## src/rtl/wb_pkg.sv

```systemverilog
// Shared types and defaults for the writeback stage: queue entry layout and
// the register-index to one-hot write-enable decode.
package wb_pkg;
    localparam int WB_DEPTH = 2;
    localparam int WB_XLEN  = 32;

    typedef struct packed {
        logic [4:0]         rd;
        logic [WB_XLEN-1:0] data;
    } wb_entry_t;

    // x0 has no enable bit, so rd = 0 decodes to all zeros
    function automatic logic [31:1] rd_onehot(input logic [4:0] rd);
        logic [31:0] v;
        v = 32'd1 << rd;
        return v[31:1];
    endfunction
endpackage

```

## src/rtl/wb_stage_if.sv

```systemverilog
// Execute -> writeback result handshake.
interface wb_stage_if
    import wb_pkg::*;
#(
    parameter int XLEN = WB_XLEN
);
    logic            res_valid;
    logic            res_ready;
    logic [4:0]      res_rd;
    logic [XLEN-1:0] res_data;

    modport master (output res_valid, output res_rd, output res_data, input res_ready);
    modport slave  (input res_valid, input res_rd, input res_data, output res_ready);
endinterface

```

## src/rtl/wb_fifo.sv

```systemverilog
// Result queue: circular buffer with occupancy counter; push is ignored when
// full and pop is ignored when empty.
module wb_fifo
    import wb_pkg::*;
#(
    parameter  int DEPTH = WB_DEPTH,
    parameter  int XLEN  = WB_XLEN,
    localparam int AW    = $clog2(DEPTH),
    localparam int CW    = AW + 1
) (
    input  logic            clk,
    input  logic            reset,
    input  logic            i_push,
    input  logic [4:0]      i_push_rd,
    input  logic [XLEN-1:0] i_push_data,
    input  logic            i_pop,
    output logic [4:0]      o_head_rd,
    output logic [XLEN-1:0] o_head_data,
    output logic            o_full,
    output logic            o_empty,
    output logic [CW-1:0]   o_count
);
    logic [4:0]      r_rd   [DEPTH];
    logic [XLEN-1:0] r_data [DEPTH];
    logic [AW-1:0]   r_wptr;
    logic [AW-1:0]   r_rptr;
    logic [CW-1:0]   r_count;
    logic            w_push;
    logic            w_pop;

    assign o_full      = (r_count == CW'(DEPTH));
    assign o_empty     = (r_count == '0);
    assign o_count     = r_count;
    assign o_head_rd   = r_rd[r_rptr];
    assign o_head_data = r_data[r_rptr];
    assign w_push      = i_push && !o_full;
    assign w_pop       = i_pop && !o_empty;

    always_ff @(posedge clk) begin
        if (w_push) begin
            r_rd[r_wptr]   <= i_push_rd;
            r_data[r_wptr] <= i_push_data;
        end
    end

    // DEPTH is a power of two, so pointers wrap by natural overflow
    always_ff @(posedge clk) begin
        if (reset) begin
            r_wptr  <= '0;
            r_rptr  <= '0;
            r_count <= '0;
        end else begin
            if (w_push) r_wptr <= r_wptr + 1'b1;
            if (w_pop)  r_rptr <= r_rptr + 1'b1;
            case ({w_push, w_pop})
                2'b10:   r_count <= r_count + 1'b1;
                2'b01:   r_count <= r_count - 1'b1;
                default: r_count <= r_count;
            endcase
        end
    end
endmodule

```

## src/rtl/wb_stage.sv

```systemverilog
// Writeback stage: queues execute results, issues one register-bank write per
// cycle unless held, and tracks pending destinations in a busy scoreboard.
module wb_stage
    import wb_pkg::*;
#(
    parameter  int DEPTH = WB_DEPTH,
    parameter  int XLEN  = WB_XLEN,
    localparam int CW    = $clog2(DEPTH) + 1
) (
    input  logic            clk,
    input  logic            reset,
    wb_stage_if.slave       res,
    input  logic            hold,
    input  logic            rsv_valid,
    input  logic [4:0]      rsv_rd,
    output logic [31:1]     addrw,
    output logic [XLEN-1:0] wdata,
    output logic [31:1]     busy,
    output logic [CW-1:0]   count,
    output logic            err
);
    logic [4:0]      w_head_rd;
    logic [XLEN-1:0] w_head_data;
    logic            w_full;
    logic            w_empty;
    logic            w_push;
    logic            w_pop;
    logic [31:1]     w_set;
    logic [31:1]     w_clr;
    logic            w_orphan;

    logic [31:1]     r_addrw;
    logic [XLEN-1:0] r_wdata;
    logic [31:1]     r_busy;
    logic            r_err;

    assign res.res_ready = !w_full && !reset;
    assign w_push        = res.res_valid && res.res_ready;
    assign w_pop         = !hold && !w_empty && !reset;

    wb_fifo #(.DEPTH(DEPTH), .XLEN(XLEN)) u_fifo (
        .clk         (clk),
        .reset       (reset),
        .i_push      (w_push),
        .i_push_rd   (res.res_rd),
        .i_push_data (res.res_data),
        .i_pop       (w_pop),
        .o_head_rd   (w_head_rd),
        .o_head_data (w_head_data),
        .o_full      (w_full),
        .o_empty     (w_empty),
        .o_count     (count)
    );

    assign w_set    = rsv_valid ? rd_onehot(rsv_rd) : '0;
    assign w_clr    = w_pop ? rd_onehot(w_head_rd) : '0;
    // a write to a register nobody reserved means the decode/execute pairing broke
    assign w_orphan = w_pop && (w_head_rd != 5'd0) && ((r_busy & w_clr) == '0);

    always_ff @(posedge clk) begin
        if (reset) begin
            r_addrw <= '0;
            r_wdata <= '0;
            r_busy  <= '0;
            r_err   <= 1'b0;
        end else begin
            r_addrw <= w_clr;
            if (w_pop) r_wdata <= w_head_data;
            // set after clear: a fresh reservation outlives the write it races
            r_busy  <= (r_busy & ~w_clr) | w_set;
            if (w_orphan) r_err <= 1'b1;
        end
    end

    assign addrw = r_addrw;
    assign wdata = r_wdata;
    assign busy  = r_busy;
    assign err   = r_err;
endmodule

```

## src/flat_wrapper.sv

```systemverilog
// flat-port wrapper written by rule: the top's interface ports become plain ports
module wb_stage_flat import wb_pkg::*;
#(
    parameter  int DEPTH = WB_DEPTH,
    parameter  int XLEN  = WB_XLEN,
    localparam int CW    = $clog2(DEPTH) + 1
)
  (clk, reset, hold, rsv_valid, rsv_rd, addrw, wdata, busy, count, err, res_res_valid, res_res_rd, res_res_data, res_res_ready);
  wb_stage_if #(.XLEN(XLEN)) res_i ();
  input  logic clk;
  input  logic reset;
  input  logic hold;
  input  logic rsv_valid;
  input  logic [4:0] rsv_rd;
  output logic [31:1] addrw;
  output logic [XLEN-1:0] wdata;
  output logic [31:1] busy;
  output logic [CW-1:0] count;
  output logic err;
  input wire logic [$bits(res_i.res_valid)-1:0] res_res_valid;
  input wire logic [$bits(res_i.res_rd)-1:0] res_res_rd;
  input wire logic [$bits(res_i.res_data)-1:0] res_res_data;
  output wire logic [$bits(res_i.res_ready)-1:0] res_res_ready;
  assign res_i.res_valid = res_res_valid;
  assign res_i.res_rd = res_res_rd;
  assign res_i.res_data = res_res_data;
  assign res_res_ready = res_i.res_ready;
  wb_stage #(.DEPTH(DEPTH), .XLEN(XLEN)) u_core (.clk(clk), .reset(reset), .res(res_i), .hold(hold), .rsv_valid(rsv_valid), .rsv_rd(rsv_rd), .addrw(addrw), .wdata(wdata), .busy(busy), .count(count), .err(err));
endmodule
```

## config.mk

```make
export PLATFORM = sky130hd
export DESIGN_NAME = wb_stage_flat
export DESIGN_NICKNAME = d
export VERILOG_FILES = /design/src/rtl/wb_pkg.sv /design/src/rtl/wb_stage_if.sv /design/src/rtl/wb_fifo.sv /design/src/rtl/wb_stage.sv /design/src/flat_wrapper.sv
export SDC_FILE = /design/constraint.sdc
export NUM_CORES = 1
export LEC_CHECK = 0
export CAP_MARGIN = 10
export CORE_ASPECT_RATIO = 0.9
export CORE_UTILIZATION = 50
export CTS_CLUSTER_SIZE = 24
export DETAILED_ROUTE_END_ITERATION = 16
export PLACE_DENSITY = 0.8
export REMOVE_ABC_BUFFERS = 1
export SYNTH_ARGS = -nofsm -noshare
export SYNTH_HDL_FRONTEND = slang
export SYNTH_SLANG_ARGS = --single-unit
```

## constraint.sdc

```tcl
create_clock -name clk -period 4.75 [get_ports clk]
set_clock_uncertainty 0.1 [all_clocks]
set_input_delay 1.425 -clock clk [delete_from_list [all_inputs] [get_ports clk]]
set_output_delay 1.425 -clock clk [all_outputs]
set_load 0.01 [all_outputs]
```

# Word-level counts from Yosys, hierarchy flattened
# Memory sizes are Yosys's and may differ from the RTL's. A register that Yosys moved wholly into a read port is not among the register bits.
# Index checks and enable logic that the tools add are counted.
# W data, S select, Z words.
dict set report word_totals {
  wordCells 44
  reg_bits 67
  n_memories 2
  mem_bits_rw 74
  input_bits 47
  out_inout_bits 98
}
dict set report classes {
  eq_ne 3
  shifts 2
  add_sub_neg 4
  n_reduce_logical 16
  muxes 7
  bitwise 4
}
# memory words width rd rd_ports_with_merged_regs wr line_no
set mem_list {}
lappend mem_list {u_core.u_fifo.r_data 2 32 1 1 1 wb_fifo.sv:24} ;# logic [XLEN-1:0] r_data [DEPTH];
lappend mem_list {u_core.u_fifo.r_rd 2 5 1 1 1 wb_fifo.sv:23} ;# logic [4:0] r_rd [DEPTH];
# op count
set ops {}
lappend ops {{$shl A1 B5 Y32 const A} 2}
lappend ops {{$and A31 B31 Y31} 2}
lappend ops {{$mux W31} 2}
lappend ops {{$logic_not A31 Y1} 1}
lappend ops {{$not A31 Y31} 1}
lappend ops {{$or A31 B31 Y31} 1}
lappend ops {{$logic_and A1 B1 Y1} 8}
lappend ops {{$reduce_bool A5 Y1} 1}
lappend ops {{$eq A2 B2 Y1 const B} 2}
lappend ops {{$logic_not A1 Y1} 4}
lappend ops {{$mux W1} 4}
lappend ops {{$pmux W2 S2} 1}
lappend ops {{$add A1 B1 Y1 const B} 2}
lappend ops {{$add A2 B1 Y2 const B} 1}
lappend ops {{$eq A2 B1 Y1 const B} 1}
lappend ops {{$logic_not A2 Y1} 1}
lappend ops {{$reduce_bool A2 Y1} 1}
lappend ops {{$sub A2 B1 Y2 const B} 1}

# Logic depth before layout (Yosys ltp)
dict set report depth {
  depth_word 8
  depth_mapped 11
  ltp_nobuf 7
}

# By module
# From an unflattened synthesis, not the netlist that was laid out.
dict set report hier_totals {
  hier_cells 578
  area_unflattened_um2 6515.0
}
# module cells_each seq_area_each_um2 area_per_inst_um2 n_inst
set by_module_without_submodules {}
lappend by_module_without_submodules {wb_stage 437 1901.8 3632.2 1}
lappend by_module_without_submodules {wb_fifo 141 2322.2 2882.8 1}

# Worst setup path before layout
# Ideal clock, no wire load.
dict set report synth_path {
  path_type {in2reg}
  from {input port reset}
  to {memory u_core.u_fifo.r_data[0][0] in the netlist's numbering, enable pin}
  stages 4
  path_slack_ns 0.645
  path_buffers 1
  setup_time_ns 0.431
  arrival_ns 3.573
  required_ns 4.219
  cell_sequence {buf_2 a21oi_1 nand2_1 nor2_1}
}
dict set report synth_via {
  elab_chain_len 6
}
# element line_no
set synth_lines {}
lappend synth_lines {{from (decl)} flat_wrapper.sv:11} ;# input logic reset;
lappend synth_lines {{$logic_not A1 Y1} wb_stage.sv:37} ;# assign res.res_ready = !w_full && !reset;
lappend synth_lines {{$logic_and A1 B1 Y1} wb_stage.sv:37}
lappend synth_lines {{named net res_res_ready} flat_wrapper.sv:23} ;# output wire logic [$bits(res_i.res_ready)-1:0] res_res_ready;
lappend synth_lines {{$logic_and A1 B1 Y1} wb_stage.sv:38} ;# assign w_push = res.res_valid && res.res_ready;
lappend synth_lines {{$logic_and A1 B1 Y1} wb_fifo.sv:36} ;# assign w_push = i_push && !o_full;
lappend synth_lines {{$mux W1} wb_fifo.sv:40} ;# if (w_push) begin
lappend synth_lines {{$mux W1 (not written as such)} wb_fifo.sv:42} ;# r_data[r_wptr] <= i_push_data;
lappend synth_lines {{to (decl)} wb_fifo.sv:24}
# The timed path passes the listed nets, and every way through them passes these cells.

# Final worst setup path
dict set report layout_path {
  from {input port reset}
  to {output port res_res_ready}
}
dict set report layout_via {
  elab_chain_len 2
}
# element line_no
set layout_lines {}
lappend layout_lines {{$logic_not A1 Y1} wb_stage.sv:37}
lappend layout_lines {{$logic_and A1 B1 Y1} wb_stage.sv:37}
lappend layout_lines {{to (decl)} flat_wrapper.sv:23}
# No other way between the ends.

==> results by group <==
Synthesis
  – Mux share of post-synthesis cell area: 0.0603
  – Post-synthesis sequential area ratio: 0.668
  – FF+latch count, synth: 174
  – Synthesized instance count: 542
  – Post-synth ARST share: 0
  – Post-synthesis xor/xnor area fraction: 0.00415
  – Largest family of logic cells by synthesized area: compound AO/OA/AOI/OAI gates
  – Synth warnings: 0
  – Post-synthesis compound-gate area fraction: 0.130
  – Top FF cell, synth: dfxtp_1
  – Synth Cell Area: 0.00633 mm^2
  – Yosys cell types: 48
  – Adder-Cell Fraction of Synth Area: 0.00198
  – Area leader, netlist: edfxtp_1
  – Avg Synthesized Cell Area: 11.7 um^2
  – Number of enable flip-flop cells after synthesis: 74
  – Fraction of the mapped netlist area in simple logic gates: 0.109
  – Post-synth top area share: 0.351
  – Top area cells in the synthesized netlist: edfxtp_1, dfxtp_1, mux2i_1

Worst setup path
  – Startpoint type of the worst setup path: input port
  – FF-to-FF Start: u_core.u_fifo.o_count[0]
  – Crit path to: res_res_ready
  – CP arrival: 2.35 ns
  – Crit path from: reset
  – Worst Reg-to-Reg Cells: 6
  – Kind of critical path: input port to primary output
  – R2R Setup Slk: 1.90 ns
  – Critical Path Sink Type: primary output
  – CP Buf/Inv Count: 2
  – Worst Path Max Fanout: 3
  – Stages on the worst setup path: 3
  – Crit path cell chain: buf_2 > a21oi_1 > clkdlybuf4s50_1
  – CP top delay family: buffers and inverters
  – CP max stage delay: 0.58 ns
  – Slowest CP cell: clkdlybuf4s50_1
  – FF-to-FF End: u_core.u_fifo.o_count[1]
  – Req. time, crit path: 3.22 ns

STA
  – Final setup fails: 0
  – Fmax: 258 MHz
  – Final Cycle Share: 0.815
  – Final hold slack: 0.387 ns
  – Sum Neg Setup Slack: 0 ns
  – RSZ-0062 raised after global routing: false
  – Max-slew violations: 0
  – Slew margin rel.: 0.235
  – Final Hold Fails: 0
  – Slew @ Worst Pin: 1.14 ns
  – Fin crit period: 3.87 ns

Clock tree
  – Post-CTS sizing: 0
  – Clk_lat worst skew: 0.42 ns
  – Num CTS Buffers: 17
  – Setup repair bufs after CTS: 0
  – Clk pin slew, worst setup/hold paths: 0.06 ns
  – Clock sinks: 174
  – H-Tree Depth: 4
  – Post-CTS Hold Buffers: 0
  – CTS tree: done
  – Clk root buf: clkbuf_16
  – Deepest clock path buffer count: 2

Status
  – Outcome: complete, no violations

Route
  – DR iter-0 viols: 380
  – DRC viols: 0
  – Via/cell ratio: 5.59
  – Detailed-route wire length: 15,300 um
  – Post-route ant nets: 0
  – DR pass1 iterations: 5
  – WL/cell: 18.0 um
  – Vias: 4,760

Global routing
  – GRT overflow: 0
  – Largest net degree at the start of global routing: 69
  – GRT Resource Usage Total: 0.241
  – Vias in the first global route: 4,697
  – Initial antenna violation count: 0
  – First-pass GRT wire length: 23,700 um

Floorplan
  – Die area: 0.0131 mm^2
  – I/O pin total: 145
  – Vert. Die Dim: 109 um
  – Chip width: 121 um
  – Initial Util: 0.520
  – Num rows: 38
  – Core ar.: 0.0122 mm^2

Power and ir drop
  – Flop pwr share: 0.505
  – Internal power: 0.00256 W
  – Leak pwr: 2.78 nW
  – Sw power: 0.000761 W
  – Worst IR Drop VDD: 0.300 mV
  – Pwr dens: 393 mW/mm^2
  – Logic pwr share: 0.096
  – Net Sw Frac: 0.229
  – Clock power share: 0.399

Finish
  – Share of layout cells above drive strength 1: 0.0694
  – Area Growth Syn to Fin: 33.6%
  – Nets: 727
  – Number of diodes: 0
  – Core Util, Final: 0.695

Hold path
  – Min-Delay Path Depth: 2
  – Hold/Removal Path Class: flip-flop to flip-flop
  – Hold Crit Start: u_core.err

Flow run
  – Max-cap violations: 0

Place
  – Routability cong.: 0.897
  – DP HPWL: 10,200 um
  – # port buffers: 144
cells in the mapped netlist, drive strengths merged (3+ instances only):
| master | instances |
|---|---|
| dfxtp | 100 |
| nor2 | 80 |
| edfxtp | 74 |
| nand2 | 44 |
| mux2i | 37 |
| o21ai | 37 |
| a21oi | 35 |
| a211oi | 32 |
| buf | 20 |
| clkbuf | 14 |
| a22oi | 6 |
| nor3 | 6 |
| nand2b | 5 |
| nor2b | 5 |
| or3 | 5 |
| a22o | 4 |
| and3 | 3 |
| inv | 3 |
| nand3 | 3 |
stage by stage:
| stage | cell area (um^2) | power (W) | setup slack, ns | std cells |
|---|---|---|---|---|
| after global placement | 7880 | 0.00201 | 0.904 | 820 |
| final | 8450 | 0.00332 | 0.878 | 852 |
| after CTS | 8450 | 0.00335 | 0.866 | 852 |
| after floorplan | 6170 | 0.00185 | 0.784 | 508 |
| after global routing | 8450 | 0.00344 | 0.844 | 852 |
| after detailed placement | 7880 | 0.00203 | 0.838 | 820 |
layout by cell type, fill, tap and decap left out, types with 2 or more instances in the layout:
cell / count
a211oi_1: 32
a21oi_1: 35
a221o_1: 2
a22o_1: 4
a22oi_1: 6
a32oi_1: 2
and3_1: 2
buf_4: 8
clkbuf_16: 17
clkbuf_8: 5
clkdlybuf4s50_1: 143
clkinv_1: 3
clkinv_2: 2
clkinvlp_4: 2
dfxtp_1: 99
edfxtp_1: 74
inv_1: 2
mux2i_1: 37
nand2_1: 44
nand2b_1: 5
nand3_1: 2
nor2_1: 79
nor2b_1: 5
nor3_1: 5
o2111ai_1: 2
o21ai_0: 37
o22ai_1: 2
o2bb2ai_1: 2
or3_1: 5
xor2_1: 2
flip-flops by register name, indices dropped and copies added, names as in the netlist, named ones only:
register               count
u_core.addrw              31
u_core.u_fifo.r_rptr       1
u_core.u_fifo.r_data      64
u_core.wdata              32
u_core.u_fifo.r_wptr       1
u_core.u_fifo.r_rd        10
u_core.busy               31
u_core.err                 1
u_core.u_fifo.o_count      2
worst reg2reg max path, delay by kind of cell, from the launching register on:
kind            cells  cell delay, ns
buf+inv             2            0.51
flops               1            0.38
simple gates        1            0.37
compound gates      2            1.07
fa+ha+maj           1            0.36
cells by family (layout without fill, tap and decap cells):
kind of cell | Yosys count | in the layout
buffers and inverters | 37 | 187
muxes | 38 | 38
adders and majority gates | 1 | 1
DFF | 174 | 174
xor gates and xnor gates | 3 | 3
AOI/OAI and AO/OA | 130 | 130
and+or+nand+nor | 159 | 159
cell type report:
| cell class | instances | area (um^2) |
|---|---|---|
| clock buffer | 22 | 494 |
| clock inverter | 10 | 83.8 |
| fill | 898 | 3720 |
| inverter | 3 | 11.3 |
| multi-input combinational | 331 | 1940 |
| sequential | 174 | 4230 |
| tap | 160 | 200 |
| timing repair buffer | 152 | 1500 |
power groups by stage:
| stage | clock network (W) | logic (W) | registers (W) |
|---|---|---|---|
| floorplan | 0 | 0.000141 | 0.00171 |
| global placement | 0 | 0.000304 | 0.00171 |
| detailed placement | 0 | 0.000316 | 0.00171 |
| CTS | 0.00135 | 0.000319 | 0.00168 |
| global route | 0.00141 | 0.000343 | 0.00169 |
| finish | 0.00132 | 0.000319 | 0.00168 |
worst min path at each step:
stage | to | slack (ns)
6_report | u_core.err | 0.39
5_1_grt | u_core.err | 0.41
4_1_cts | u_core.err | 0.38
3_5_place_dp | u_core.err | 0.36
3_3_place_gp | u_core.err | 0.36
2_1_floorplan | u_core.u_fifo.r_wptr | 0.39
per-layer routing:
layer,wire length [um],share of wire,up-vias,global-route usage
met3,1410,0.092,32,0.0879
met4,326,0.021,0,0.103
met1,6260,0.41,2262,0.286
met5,0,0,-,0
met2,7320,0.48,231,0.398
li1,-,-,2235,-
No activity file was read; power rests on OpenSTA's default activity.
